## src/rtl/egg_timer_ctrl.sv

```systemverilog
// egg_timer_ctrl
//   MM:SS countdown controller for the egg timer. It takes single-cycle
//   debounced button rise pulses, sets up a time, counts it down through a
//   1 s prescaler, and then holds an alarm phase.
//
//   Ports
//     clk            system clock
//     rst            synchronous reset, active-high
//     start_rise     start/pause button pulse
//     min_rise       add-minute button pulse
//     sec_rise       add-second button pulse
//     clear_rise     clear button pulse
//     minutes [6:0]  remaining minutes, 0..MAX_MIN
//     seconds [5:0]  remaining seconds, 0..59
//     state   [2:0]  controller state (encoding in the table below)
//     running        high while counting down
//     tick           one-cycle pulse at each prescaler wrap (RUN / ALARM)
//     alarm          high while the alarm phase is active
//
//   state | meaning
//   ------+---------------------------------------------------------------
//   IDLE  | 00:00, waiting for a first add-minute / add-second press
//   SET   | time being entered; start begins the countdown
//   RUN   | counting down one second per prescaler wrap
//   PAUSE | countdown frozen, prescaler phase kept for resume
//   ALARM | time expired; held for ALARM_SECS seconds or until any press
module egg_timer_ctrl #(
   parameter int unsigned TICKS_PER_SEC = 100_000_000,
   parameter int unsigned ALARM_SECS    = 10,
   parameter int unsigned MAX_MIN       = 99
) (
   input  logic       clk,
   input  logic       rst,
   input  logic       start_rise,
   input  logic       min_rise,
   input  logic       sec_rise,
   input  logic       clear_rise,
   output logic [6:0] minutes,
   output logic [5:0] seconds,
   output logic [2:0] state,
   output logic       running,
   output logic       tick,
   output logic       alarm
);

   typedef enum logic [2:0] {
      S_IDLE  = 3'd0,
      S_SET   = 3'd1,
      S_RUN   = 3'd2,
      S_PAUSE = 3'd3,
      S_ALARM = 3'd4
   } state_t;

   localparam int PW = (TICKS_PER_SEC > 1) ? $clog2(TICKS_PER_SEC) : 1;
   localparam int AW = (ALARM_SECS > 1) ? $clog2(ALARM_SECS + 1) : 1;

   localparam logic [PW-1:0] PRESC_LAST = PW'(TICKS_PER_SEC - 1);
   localparam logic [6:0]    MIN_TOP    = 7'(MAX_MIN);
   localparam logic [AW-1:0] ALARM_LOAD = AW'(ALARM_SECS);

   state_t        state_q, state_d;
   logic [6:0]    min_q, min_d;
   logic [5:0]    sec_q, sec_d;
   logic [PW-1:0] presc_q, presc_d;
   logic [AW-1:0] alarm_left_q, alarm_left_d;
   logic          tick_d;

   logic          do_clr, do_start, do_min, do_sec, any_btn, wrap;
   logic [6:0]    madd_m, sadd_m, dec_m;
   logic [5:0]    sadd_s, dec_s;
   logic          dec_zero;

   always_ff @(posedge clk) begin
      if (rst) begin
         state_q      <= S_IDLE;
         min_q        <= '0;
         sec_q        <= '0;
         presc_q      <= '0;
         alarm_left_q <= '0;
         tick         <= 1'b0;
         running      <= 1'b0;
         alarm        <= 1'b0;
      end else begin
         state_q      <= state_d;
         min_q        <= min_d;
         sec_q        <= sec_d;
         presc_q      <= presc_d;
         alarm_left_q <= alarm_left_d;
         tick         <= tick_d;
         running      <= (state_d == S_RUN);
         alarm        <= (state_d == S_ALARM);
      end
   end

   assign minutes = min_q;
   assign seconds = sec_q;
   assign state   = state_q;

   // Button priority: clear > start > min > sec; losers in a cycle are dropped.
   always_comb begin
      do_clr   = clear_rise;
      do_start = start_rise & ~clear_rise;
      do_min   = min_rise & ~clear_rise & ~start_rise;
      do_sec   = sec_rise & ~clear_rise & ~start_rise & ~min_rise;
      any_btn  = clear_rise | start_rise | min_rise | sec_rise;
      wrap     = (presc_q == PRESC_LAST);
   end

   // Candidate time values for add-minute, add-second and decrement.
   always_comb begin
      madd_m = (min_q >= MIN_TOP) ? min_q : 7'(min_q + 7'd1);

      sadd_m = min_q;
      sadd_s = sec_q;
      if (sec_q == 6'd59) begin
         if (min_q < MIN_TOP) begin
            sadd_m = 7'(min_q + 7'd1);
            sadd_s = 6'd0;
         end
      end else begin
         sadd_s = 6'(sec_q + 6'd1);
      end

      if (sec_q == 6'd0) begin
         dec_m = 7'(min_q - 7'd1);
         dec_s = 6'd59;
      end else begin
         dec_m = min_q;
         dec_s = 6'(sec_q - 6'd1);
      end
      dec_zero = (dec_m == 7'd0) && (dec_s == 6'd0);
   end

   always_comb begin
      state_d      = state_q;
      min_d        = min_q;
      sec_d        = sec_q;
      presc_d      = presc_q;
      alarm_left_d = alarm_left_q;
      tick_d       = 1'b0;

      case (state_q)
         S_IDLE: begin
            if (do_min) begin
               min_d   = madd_m;
               state_d = S_SET;
            end else if (do_sec) begin
               min_d   = sadd_m;
               sec_d   = sadd_s;
               state_d = S_SET;
            end
         end

         S_SET: begin
            if (do_clr) begin
               state_d = S_IDLE;
               min_d   = '0;
               sec_d   = '0;
               presc_d = '0;
            end else if (do_start) begin
               state_d = S_RUN;
               presc_d = '0;
            end else if (do_min) begin
               min_d = madd_m;
            end else if (do_sec) begin
               min_d = sadd_m;
               sec_d = sadd_s;
            end
         end

         // start/clear take precedence over a coincident wrap, so the
         // prescaler is neither advanced nor wrapped on those edges.
         S_RUN: begin
            if (do_clr) begin
               state_d = S_IDLE;
               min_d   = '0;
               sec_d   = '0;
               presc_d = '0;
            end else if (do_start) begin
               state_d = S_PAUSE;
            end else if (wrap) begin
               presc_d = '0;
               tick_d  = 1'b1;
               min_d   = dec_m;
               sec_d   = dec_s;
               if (dec_zero) begin
                  state_d      = S_ALARM;
                  alarm_left_d = ALARM_LOAD;
               end
            end else begin
               presc_d = PW'(presc_q + PW'(1));
            end
         end

         S_PAUSE: begin
            if (do_clr) begin
               state_d = S_IDLE;
               min_d   = '0;
               sec_d   = '0;
               presc_d = '0;
            end else if (do_start) begin
               state_d = S_RUN;
            end
         end

         S_ALARM: begin
            if (any_btn) begin
               state_d = S_IDLE;
               presc_d = '0;
            end else if (wrap) begin
               presc_d = '0;
               tick_d  = 1'b1;
               // ALARM_SECS == 0 keeps the alarm until a button is pressed.
               if (ALARM_SECS != 0) begin
                  if (alarm_left_q == AW'(1)) begin
                     state_d = S_IDLE;
                  end else begin
                     alarm_left_d = AW'(alarm_left_q - AW'(1));
                  end
               end
            end else begin
               presc_d = PW'(presc_q + PW'(1));
            end
         end

         default: begin
            state_d = S_IDLE;
            min_d   = '0;
            sec_d   = '0;
            presc_d = '0;
         end
      endcase
   end

endmodule

```

## config.mk

```make
export PLATFORM = sky130hd
export DESIGN_NAME = egg_timer_ctrl
export DESIGN_NICKNAME = d
export VERILOG_FILES = /design/src/rtl/egg_timer_ctrl.sv
export SDC_FILE = /design/constraint.sdc
export NUM_CORES = 1
export LEC_CHECK = 0
export CORE_MARGIN = 2
export CORE_UTILIZATION = 36
export CTS_CLUSTER_SIZE = 12
export DETAILED_ROUTE_END_ITERATION = 8
export PLACE_DENSITY = 0.55
export SKIP_LAST_GASP = 1
export SLEW_MARGIN = 20
export SYNTH_ARGS = -nofsm -noshare
export SYNTH_HDL_FRONTEND = slang
export SYNTH_SLANG_ARGS = --single-unit
export TNS_END_PERCENT = 20
```

## constraint.sdc

```tcl
create_clock -name clk -period 5.3 [get_ports clk]
set_input_delay 0.53 -clock clk [delete_from_list [all_inputs] [get_ports clk]]
set_output_delay 0.53 -clock clk [all_outputs]
set_load 0.01 [all_outputs]
```

Word level (Yosys, flattened, before mapping)

Cells that the tools add are included.

Bits in latches: 0
Logic and storage cells: 119
ROM bits: 0
Memories kept: 0
Bits in writable memories: 0
Input bits: 6
Bits in registers: 50
Output and inout bits: 19

Equality and inequality tests: 21
Multiplexer cells: 58
Magnitude comparators: 2
Bitwise operators: 14
Reductions and logical operators: 10
Divide/modulo/power cells: 0
$mul: 0
$add $sub $neg: 6
Shift operators: 0

Operators by type and width:

| operator                                                              | number |
|---|---|
| 27-bit 2-to-1 mux                                                     | 7 |
| 27-bit one-hot mux with 5 select lines                                | 1 |
| 7-bit 2-to-1 mux                                                      | 12 |
| 6-bit 2-to-1 mux                                                      | 11 |
| 7-bit one-hot mux with 5 select lines                                 | 1 |
| 3-bit 2-to-1 mux                                                      | 11 |
| 6-bit one-hot mux with 5 select lines                                 | 1 |
| 4-bit 2-to-1 mux                                                      | 7 |
| 27-bit by 1-bit adder with 27-bit output, second input constant       | 1 |
| 27-bit equality test, second input constant                           | 1 |
| 2-bit inequality test, second input constant                          | 8 |
| 6-bit logical NOT                                                     | 2 |
| 3-bit inequality test, second input constant                          | 4 |
| 3-bit one-hot mux with 4 select lines                                 | 1 |
| 3-bit by 2-bit equality test with 1-bit output, second input constant | 3 |
| 4-bit one-hot mux with 2 select lines                                 | 1 |
| 8-bit AND reduction                                                   | 1 |
| 7-bit by 1-bit adder with 7-bit output, second input constant         | 1 |
| 7-bit greater-or-equal comparator, second input constant              | 1 |
| 7-bit logical NOT                                                     | 1 |
| 7-bit less-than comparator, second input constant                     | 1 |
| 7-bit by 1-bit subtractor with 7-bit output, second input constant    | 1 |
| 6-bit by 1-bit adder with 6-bit output, second input constant         | 1 |
| 1-bit bitwise AND                                                     | 6 |
| 16 further kinds                                                      | 26 |

Longest topological paths before layout

Gate-level depths: netlist of run 1.

Depth in word-level cells: 10
Depth in mapped cells: 9
Gate-level depth less buffers: 8

Worst setup path after synthesis of run 1

Ideal clock, no wire load.

Path type: input-to-reg
Start point: input start_rise
End point: register min_q[5], in the netlist minutes[5]
Setup slack: 2824 ps
Arrival time: 2350 ps
Library setup time: 125 ps
Buffers on the path: 0
Data required time: 5175 ps
Cell stages on the path: 6
Cells stage by stage: or4b_1 > o32a_1 > or2_2 > o31a_1 > o21ai_0 > a31oi_1

Longest elaborated chain between the ends: 8
Elaborated cells between the ends (all ways): 13
Those cells by class: eq/ne (2); mux (5); bitwise (5); reduce/logical (1)

RTL lines:

| element                               | line     | text |
|---|---|---|
| start, declared                       | 34       | `input logic start_rise,` |
| 1-bit inverter                        | 103, 104 |  |
| 1-bit bitwise AND (2 in a row)        | 104      | `do_sec = sec_rise & ~clear_rise & ~start_rise & ~min_rise;` |
| 7-bit 2-to-1 mux                      | n/a      |  |
| 7-bit 2-to-1 mux                      | 163      | `end else if (do_min) begin` |
| 7-bit 2-to-1 mux                      | 160      | `end else if (do_start) begin` |
| 7-bit 2-to-1 mux                      | 155      | `if (do_clr) begin` |
| 7-bit one-hot mux with 5 select lines | 142      | `case (state_q)` |
| end signal, assigned                  | 85       | `min_q <= min_d;` |
| end, declared                         | 62       | `logic [6:0] min_q, min_d;` |

Several ways; a longest one is shown, not always the timed one. The select of a mux whose other input is x is not followed.
A chain may end at the register's enable or synchronous reset.

Final worst setup path of run 1

Start point: register presc_q[1]
End point: register min_q[0], in the netlist minutes[0]

Longest elaborated chain between the ends: 3

RTL lines:

| element                                | line | text |
|---|---|---|
| start, declared                        | 64   | `logic [PW-1:0] presc_q, presc_d;` |
| start signal, assigned                 | 87   | `presc_q <= presc_d;` |
| 27-bit equality test                   | 106  | `wrap = (presc_q == PRESC_LAST);` |
| 3-bit inequality test (no source line) | n/a  |  |
| 5-bit AND reduction (no source line)   | n/a  |  |

No other way between the ends.

==> results of run 1 <==
kinds of logic after synthesis:
| group | Yosys count | synth area share (%) |
|---|---|---|
| muxes | 2 | 0.649 |
| DFF | 50 | 30.6 |
| AOI/OAI and AO/OA | 96 | 19.9 |
| xor gates and xnor gates | 32 | 8.56 |
| buffers and inverters | 40 | 5.00 |
| and+or+nand+nor | 192 | 32.0 |
| adders and majority gates | 9 | 3.36 |
area by class of cell:
type	count	area share, %
clock buffer	6	1.97
sequential	50	27.1
inverter	16	1.63
multi-input combinational	331	57.5
tap	108	3.66
clock inverter	2	1.02
timing repair buffer	27	7.12
per-stage QoR:
stage / area, um2 / instances
final: 3690 / 540
after global routing: 3690 / 540
after CTS: 3690 / 540
after detailed placement: 3580 / 532
after global placement: 3580 / 532
after floorplan: 3280 / 421
worst max-delay path, stage by stage (launching register included):
cell and delay, ps:
dfxtp_1 400, ha_1 210, and2_2 160, nand4_1 220, or4_1 720, a311oi_2 890
nand2_1 270, o32ai_1 200
final timing paths:
check / cells past startpoint / end / start
max: 7 / minutes[0] / presc_q[1]
min: 2 / presc_q[1] / presc_q[1]
max reg2reg: 7 / minutes[0] / presc_q[1]
min reg2reg: 2 / presc_q[1] / presc_q[1]
routing by layer:
metal	global-route usage, %	vias up	share of wire, %
li1	-	1571	-
met1	28.0	1476	53
met2	26.8	75	42
met3	2.81	6	4.8
met4	3.79	0	0.74
met5	0	-	0
placed cells by master (no fill, tap or decap), types with 13 or more instances in the layout:
cell type        instances
clkdlybuf4s50_1         24
o21ai_0                 21
a21oi_1                 16
nor3_1                  14
xor2_1                  18
nand3_1                 24
inv_1                   15
dfxtp_1                 50
xnor2_1                 14
nand2_1                 29
nand4_1                 13
nor2_1                  49
sequential cells by signal, summed over array words and instances, names as in the netlist:
register / count
tick: 1
minutes: 7
presc_q: 27
alarm_left_q: 4
seconds: 6
state: 3
running: 1
alarm: 1
report_power, final:
group	switching, mW	internal [mW]	leakage [nW]
sequential	0.00892	0.379	0.403
clock	0.134	0.141	0.0514
combinational	0.0543	0.0355	0.733
total	0.198	0.555	1.19
==> flow_summary.json, run 1 <==
{
  "max_freq_mhz": 313,
  "fin_nets": 445,
  "crit_path_start_kind": "flop",
  "multi_input_area_mm2": 0.00212,
  "setup_violations": 0,
  "cts_max_level": 2,
  "dp_slack_ps": 1950,
  "min_path_type": "flop to flop",
  "r2r_slack_ps": 2100,
  "vias": 3128,
  "cts_buffers": 5,
  "drt_first_pass_iters": 5,
  "synth_ff_type": "dfxtp_1",
  "crit_arrival_ps": 3390,
  "rows": 34,
  "yosys.cell_count.top_type": "dfxtp_1",
  "cts_resized": 0,
  "end_kind": "flop",
  "crit_type": "flop to flop",
  "avgSynthCellArea_um2": 7.78,
  "power_density_mw_per_mm2": 204,
  "min_period_ps": 3200,
  "cts_sinks": 50,
  "ir_drop_v": 0.0000998,
  "ctsRootBufferMaster": "clkbuf_8",
  "cts_setup_buffers": 0,
  "die-height_um": 99.4,
  "cp_max_fo": 11,
  "drv_cap": 0,
  "drc_errors": 0,
  "tns_ps": 0,
  "skew_ps": 14.5,
  "whs_ps": 509,
  "finalCritPeriodShare_pct": 60.4,
  "synthTopCellsByArea": "dfxtp_1 31%, nor2_1 5.6%, xor2_1 4.8%, xnor2_1 3.7%, nand3_1 3.7%",
  "pin_count": 25,
  "grt_remaining_overflow": 0,
  "synth_top_area_cell": "dfxtp_1",
  "slew_headroom_pct": 35.7,
  "synthCells": 421,
  "netlist_area_mm2": 0.00328,
  "setup_slack_ps": 2100,
  "initial_core_util_pct": 37.4,
  "cts.clk_slew.worst_paths_ps": 100,
  "status": "complete, no violations",
  "drt_iter0_drc": 313,
  "postRouteAntennaNets": 0,
  "die_area_mm2": 0.00988,
  "grt_pass1_wl_um": 14700,
  "portBuffers": 24,
  "routed_wirelength_um": 8910,
  "timing.final.max_slew_violations": 0,
  "ys_seq_area_share_pct": 30.6,
  "postCtsHoldBufs": 0,
  "die_w_um": 99.4,
  "synthArstFlopShare_pct": 0,
  "synth_seq_cells": 50,
  "grt_usage_pct": 18.2,
  "area_growth_pct": 12.6,
  "leakage_nw": 1.19,
  "clk_latency_ps": 310,
  "final_core_util_pct": 42.1,
  "required_ps": 5490,
  "synth_common_cells": "50 x dfxtp_1, 49 x nor2_1, 29 x nand2_1, 24 x nand3_1, 21 x o21ai_0",
  "max_slew.worst_pin.slew_ps": 951,
  "cts_buffer_depth": 2,
  "rsz0062_at_grt": "false",
  "num-fill-cells": 905,
  "layout-drive-gt1-share_pct": 7.18,
  "vias_per_cell": 5.79,
  "wire_per_inst_um": 16.5,
  "ys.warnings.count": 0,
  "synth-edff-count": 0,
  "cts_tree": "yes",
  "grt_pass1_vias": 2801,
  "synth_top_area_share_pct": 30.6,
  "num_antenna_cells": 0,
  "antenna_found_initial": 0,
  "power_uw": 753,
  "dp_hpwl_um": 6290,
  "syn_nets": 435,
  "gp_congestion": 0.935,
  "core_mm2": 0.00876,
  "synth_cell_types": 72,
  "grt_max_degree": 22,
  "hold_violations": 0,
  "register_area_mm2": 0.00100
}
Note: power is estimated with default switching activity, not from simulation.
==> run 2, diff against run 1 <==
--- a/config.mk
+++ b/config.mk
@@ -9,7 +9,7 @@
 export CORE_UTILIZATION = 36
 export CTS_CLUSTER_SIZE = 12
 export DETAILED_ROUTE_END_ITERATION = 8
-export PLACE_DENSITY = 0.55
+export PLACE_DENSITY = 0.57
 export SKIP_LAST_GASP = 1
 export SLEW_MARGIN = 20
 export SYNTH_ARGS = -nofsm -noshare
==> constraint.sdc (replaced) <==
create_clock -name clk -period 2.7 [get_ports clk]
set_input_delay 0.27 -clock clk [delete_from_list [all_inputs] [get_ports clk]]
set_output_delay 0.27 -clock clk [all_outputs]
set_load 0.01 [all_outputs]
==> run 2 against run 1 <==
Highest routed layer unchanged. Cell area is 6.5% higher. Power up 99%. First-iteration DRC count decreased by 35%. Critical path type unchanged. Non-clock buffer count rose by 32. Count of clock-buffer cells in the layout is the same.
==> flow_summary.json, run 2 (synthesis gave the netlist of run 1 again) <==
{
  "finish.instance_area_mm2": 0.00393,
  "hold_violations": 0,
  "routed_wirelength_um": 9020,
  "rsz0062_at_grt": "false",
  "timing.final.max_slew_violations": 0,
  "vias_per_cell": 5.75,
  "cp_cell_sequence": "inv_1, ha_1, or3b_2, nor4_1, a211o_1, nand4_1, nor4_1, o21a_1",
  "cts_buffer_depth": 2,
  "vias": 3288,
  "final_common_cell": "dfxtp_1",
  "cts_tree": "yes",
  "r2r_slack_ps": 210,
  "ctsRootBufferMaster": "clkbuf_8",
  "finalCritPeriodShare_pct": 92.3,
  "grt_remaining_overflow": 0,
  "tns_ps": 0,
  "drt_first_pass_iters": 5,
  "antenna_found_initial": 0,
  "cp_slowest_stage_delay_ps": 520,
  "die_area_mm2": 0.00988,
  "place_area_mm2": 0.00381,
  "whs_path_depth": 2,
  "setup_slack_ps": 209,
  "drt_iter0_drc": 204,
  "crit_top_cell": "nor4_1",
  "worst_path_max_delay_cell": "or3b_2",
  "grt_pass1_wl_um": 15300,
  "clk_latency_ps": 310,
  "initial_core_util_pct": 37.4,
  "dp_hpwl_um": 6530,
  "grt_max_degree": 26,
  "r2r_cells": 8,
  "crit_type": "flop to flop",
  "drv_cap": 0,
  "cp_max_fo": 5,
  "max_slew.worst_pin.slew_ps": 540,
  "grt_pass1_vias": 3069,
  "drc_errors": 0,
  "cp.buffers_inverters": 1,
  "hold_end": "presc_q[1]",
  "status": "complete, no violations",
  "end_kind": "flop",
  "max_freq_mhz": 401,
  "num_antenna_cells": 0,
  "r2r-end": "state[2]",
  "reg2reg_from": "seconds[1]",
  "rows": 34,
  "ir_drop_v": 0.000189,
  "power_density_mw_per_mm2": 381,
  "num-fill-cells": 885,
  "cts_max_level": 2,
  "die_w_um": 99.4,
  "crit_family": "simple AND/OR/NAND/NOR gates",
  "setup_violations": 0,
  "pin_count": 25,
  "whs_ps": 501,
  "gp_congestion": 0.917,
  "leakage_nw": 1.35,
  "fin_nets": 477,
  "wire_per_inst_um": 15.8,
  "placedCellCount": 564,
  "cts_sinks": 50,
  "die-height_um": 99.4,
  "hold_start": "presc_q[1]",
  "min_period_ps": 2490,
  "area_growth_pct": 20.0,
  "crit_path_start_kind": "flop",
  "slew_headroom_pct": 63.7,
  "postRouteAntennaNets": 0,
  "min_path_type": "flop to flop",
  "final_cell_mix": "50 x dfxtp_1, 49 x nor2_1, 35 x buf_4, 29 x nand2_1",
  "portBuffers": 24,
  "cts.clk_slew.worst_paths_ps": 100,
  "regMostFlops": "presc_q",
  "largest_reg_flops": 27,
  "crit_arrival_ps": 2750,
  "core_mm2": 0.00876,
  "skew_ps": 16.7,
  "grt_usage_pct": 18.7,
  "required_ps": 2960,
  "cts_buffers": 5,
  "layout-drive-gt1-share_pct": 13.8,
  "fin_cells": 572,
  "dp_slack_ps": 69.6
}
[run 2: cell types whose count changed in the layout (fill, tap and decap cells not counted)]
cell / previous run / this run
a311oi_1: 1 / 2
a2111oi_0: 0 / 2
buf_4: 3 / 35
a311oi_2: 1 / 0
or4_1: 3 / 2
nor4bb_1: 2 / 1
a2111oi_1: 2 / 0
or4_4: 0 / 1
nor4bb_2: 0 / 1
[run 2: worst max-delay path by stage]
stage,start,to,slack (ps),cells after the start
after detailed placement,start_rise,minutes[5],70,7
after global placement,start_rise,minutes[5],80,7
after CTS,presc_q[0],alarm_left_q[1],150,7
final,seconds[1],state[2],210,8
after floorplan,seconds[0],alarm_left_q[1],250,8
after global routing,seconds[1],state[2],30,8
[run 2: metal layers]
| metal | up-vias | wire, um | track usage [%] | part of all wire, % |
|---|---|---|---|---|
| li1 | 1634 | - | - | - |
| met1 | 1558 | 4500 | 26.7 | 50 |
| met2 | 88 | 4010 | 29.6 | 44 |
| met3 | 8 | 409 | 2.81 | 4.5 |
| met4 | 0 | 97 | 4.64 | 1.1 |
| met5 | - | 0 | 0 | 0 |
[run 2: cell type report]
class / instances / area [um2] / share of cell area, %
well taps: 108 / 135 / 3.44
clock inverters: 2 / 37.5 / 0.955
multi-input cells: 331 / 2120 / 54.0
flip-flops and latches: 50 / 1000 / 25.5
clock buffers: 6 / 72.6 / 1.85
repair buffers: 59 / 503 / 12.8
inverters: 16 / 60.1 / 1.53
[run 2: power by group]
part,internal [mW],total (mW),switching (mW)
logic,0.0880,0.205,0.117
registers,0.744,0.754,0.0105
clock network,0.277,0.539,0.262
total,1.11,1.50,0.390
[run 2: timing repair]
item / 4_1_cts / 5_1_grt
hold buffers: 0 / 0
setup endpoints to repair: 0 / 1
buffers inserted: 0 / 0
resized for setup: 0 / 2
[run 2: worst min-delay path: stages, from the launching register on]
cell,delay (ps)
dfxtp_1,340
nand2_1,60
a21oi_1,50
[run 2: through the flow]
stage                     total power, mW  util [%]
after detailed placement            0.972      43.5
after global routing                 1.56      44.8
after global placement              0.974      43.5
after floorplan                     0.895         -
after CTS                            1.51      44.7
final                                1.50      44.8
==> run 3, diff against run 2 <==
--- a/config.mk
+++ b/config.mk
@@ -10,6 +10,7 @@
 export CTS_CLUSTER_SIZE = 12
 export DETAILED_ROUTE_END_ITERATION = 8
 export PLACE_DENSITY = 0.57
+export REMOVE_ABC_BUFFERS = 1
 export SKIP_LAST_GASP = 1
 export SLEW_MARGIN = 20
 export SYNTH_ARGS = -nofsm -noshare
==> run 3 against run 2 <==
Critical endpoint is now alarm_left_q[1]. Clock skew shrank 7.0 ps. Combinational power shrank 2%. Sequential power is essentially flat. Die area is the same. Critical path depth shrank 1. Clock power grew 6.3%.
==> flow_summary.json, run 3 (synthesis gave the netlist of run 1 again) <==
{
  "grt_pass1_wl_um": 15000,
  "core_mm2": 0.00876,
  "layout-drive-gt1-share_pct": 13.4,
  "regMostFlops": "presc_q",
  "skew_ps": 9.68,
  "portBuffers": 24,
  "gp_congestion": 0.916,
  "ir_drop_v": 0.000237,
  "dp_slack_ps": -23.2,
  "setup_violations": 0,
  "reg2reg_from": "presc_q[0]",
  "hold_violations": 0,
  "r2r_slack_ps": 200,
  "area_growth_pct": 19.6,
  "power_mw": 1.53,
  "end_kind": "flop",
  "wire_per_inst_um": 15.8,
  "place_area_mm2": 0.00379,
  "die-height_um": 99.4,
  "drt_first_pass_iters": 5,
  "initial_core_util_pct": 37.4,
  "drc_errors": 0,
  "ctsRootBufferMaster": "clkbuf_8",
  "crit_type": "flop to flop",
  "final_core_util_pct": 44.7,
  "grt_pass1_vias": 3005,
  "max_slew.worst_pin.slew_ps": 654,
  "rows": 34,
  "crit_arrival_ps": 2730,
  "cp_max_fo": 6,
  "slew_headroom_pct": 56.3,
  "power_density_mw_per_mm2": 390,
  "antenna_found_initial": 0,
  "rsz0062_at_grt": "false",
  "endpoint": "alarm_left_q[1]",
  "final_common_cell": "dfxtp_1",
  "whs_path_depth": 2,
  "postCtsHoldBufs": 0,
  "drv_cap": 0,
  "cts.clk_slew.worst_paths_ps": 100,
  "crit_path_start_kind": "flop",
  "final_cell_mix": "50 x dfxtp_1, 49 x nor2_1, 32 x buf_4, 29 x nand2_1",
  "num_antenna_cells": 0,
  "die_area_mm2": 0.00988,
  "required_ps": 2930,
  "pin_count": 25,
  "cts_buffers": 5,
  "min_path_type": "flop to flop",
  "grt_max_degree": 26,
  "cts_sinks": 50,
  "drt_iter0_drc": 297,
  "postRouteAntennaNets": 0,
  "die_w_um": 99.4,
  "cts_buffer_depth": 2,
  "finalCritPeriodShare_pct": 92.6,
  "whs_ps": 497,
  "finish.instance_area_mm2": 0.00392,
  "status": "complete, no violations",
  "vias_per_cell": 5.72,
  "min_period_ps": 2500,
  "timing.final.max_slew_violations": 0,
  "grt_remaining_overflow": 0,
  "grt_usage_pct": 18.5,
  "max_freq_mhz": 400,
  "vias": 3256,
  "routed_wirelength_um": 9000,
  "largest_reg_flops": 27,
  "r2r_cells": 7,
  "clk_latency_ps": 310,
  "setup_slack_ps": 201,
  "leakage_nw": 1.34,
  "cts_max_level": 2,
  "r2r-end": "alarm_left_q[1]",
  "cts_tree": "yes",
  "fin_nets": 474,
  "dp_hpwl_um": 6620,
  "cp-startpoint": "presc_q[0]"
}
-- run 3: worst min-delay path by stage --
stage / from / endpoint
floorplan: rst / alarm_left_q[1]
detailed placement: presc_q[1] / presc_q[1]
finish: presc_q[1] / presc_q[1]
global route: presc_q[1] / presc_q[1]
CTS: presc_q[1] / presc_q[1]
global placement: presc_q[1] / presc_q[1]
-- run 3: timing repair --
action | 4_1_cts | 5_1_grt
setup endpoints to repair | 0 | 5
resized for setup | 0 | 1
setup buffers | 0 | 0
-- run 3: layout make-up --
cell class,instances,area [um2]
Clock inverter,2,38.8
Inverter,16,60.1
Timing Repair Buffer,56,480
Clock buffer,6,82.6
Multi-Input combinational cell,331,2120
Fill cell,889,4850
Tap cell,108,135
Sequential cell,50,1000
-- run 3: metrics by stage --
| step | TNS, ps | cells |
|---|---|---|
| 2_1_floorplan | 0 | 397 |
| 3_5_place_dp | -61.0 | 561 |
| 6_report | 0 | 569 |
| 3_3_place_gp | 0 | 561 |
| 5_1_grt | 0 | 569 |
| 4_1_cts | 0 | 569 |
-- run 3: worst max-delay path: stages (launching register included) --
cell and delay (ps):
dfxtp_1 410, ha_1 210, and2_2 170, nand4_1 120
or4_4 590, or3_4 420, or2_1 250, a221oi_2 250
-- run 3: power by group --
| group | switching (mW) | total, mW | internal (mW) |
|---|---|---|---|
| Clock | 0.268 | 0.573 | 0.305 |
| Combinational | 0.113 | 0.200 | 0.0869 |
| Sequential | 0.0131 | 0.757 | 0.744 |
-- run 3: routing by layer --
layer / up-vias / routed length, um / track usage [%] / share of wire [%]
met5: - / 0 / 0 / 0
met4: 0 / 134 / 5.16 / 1.5
met3: 11 / 373 / 3.16 / 4.1
met2: 78 / 4060 / 29.1 / 45
met1: 1537 / 4430 / 26.2 / 49
li1: 1630 / - / - / -
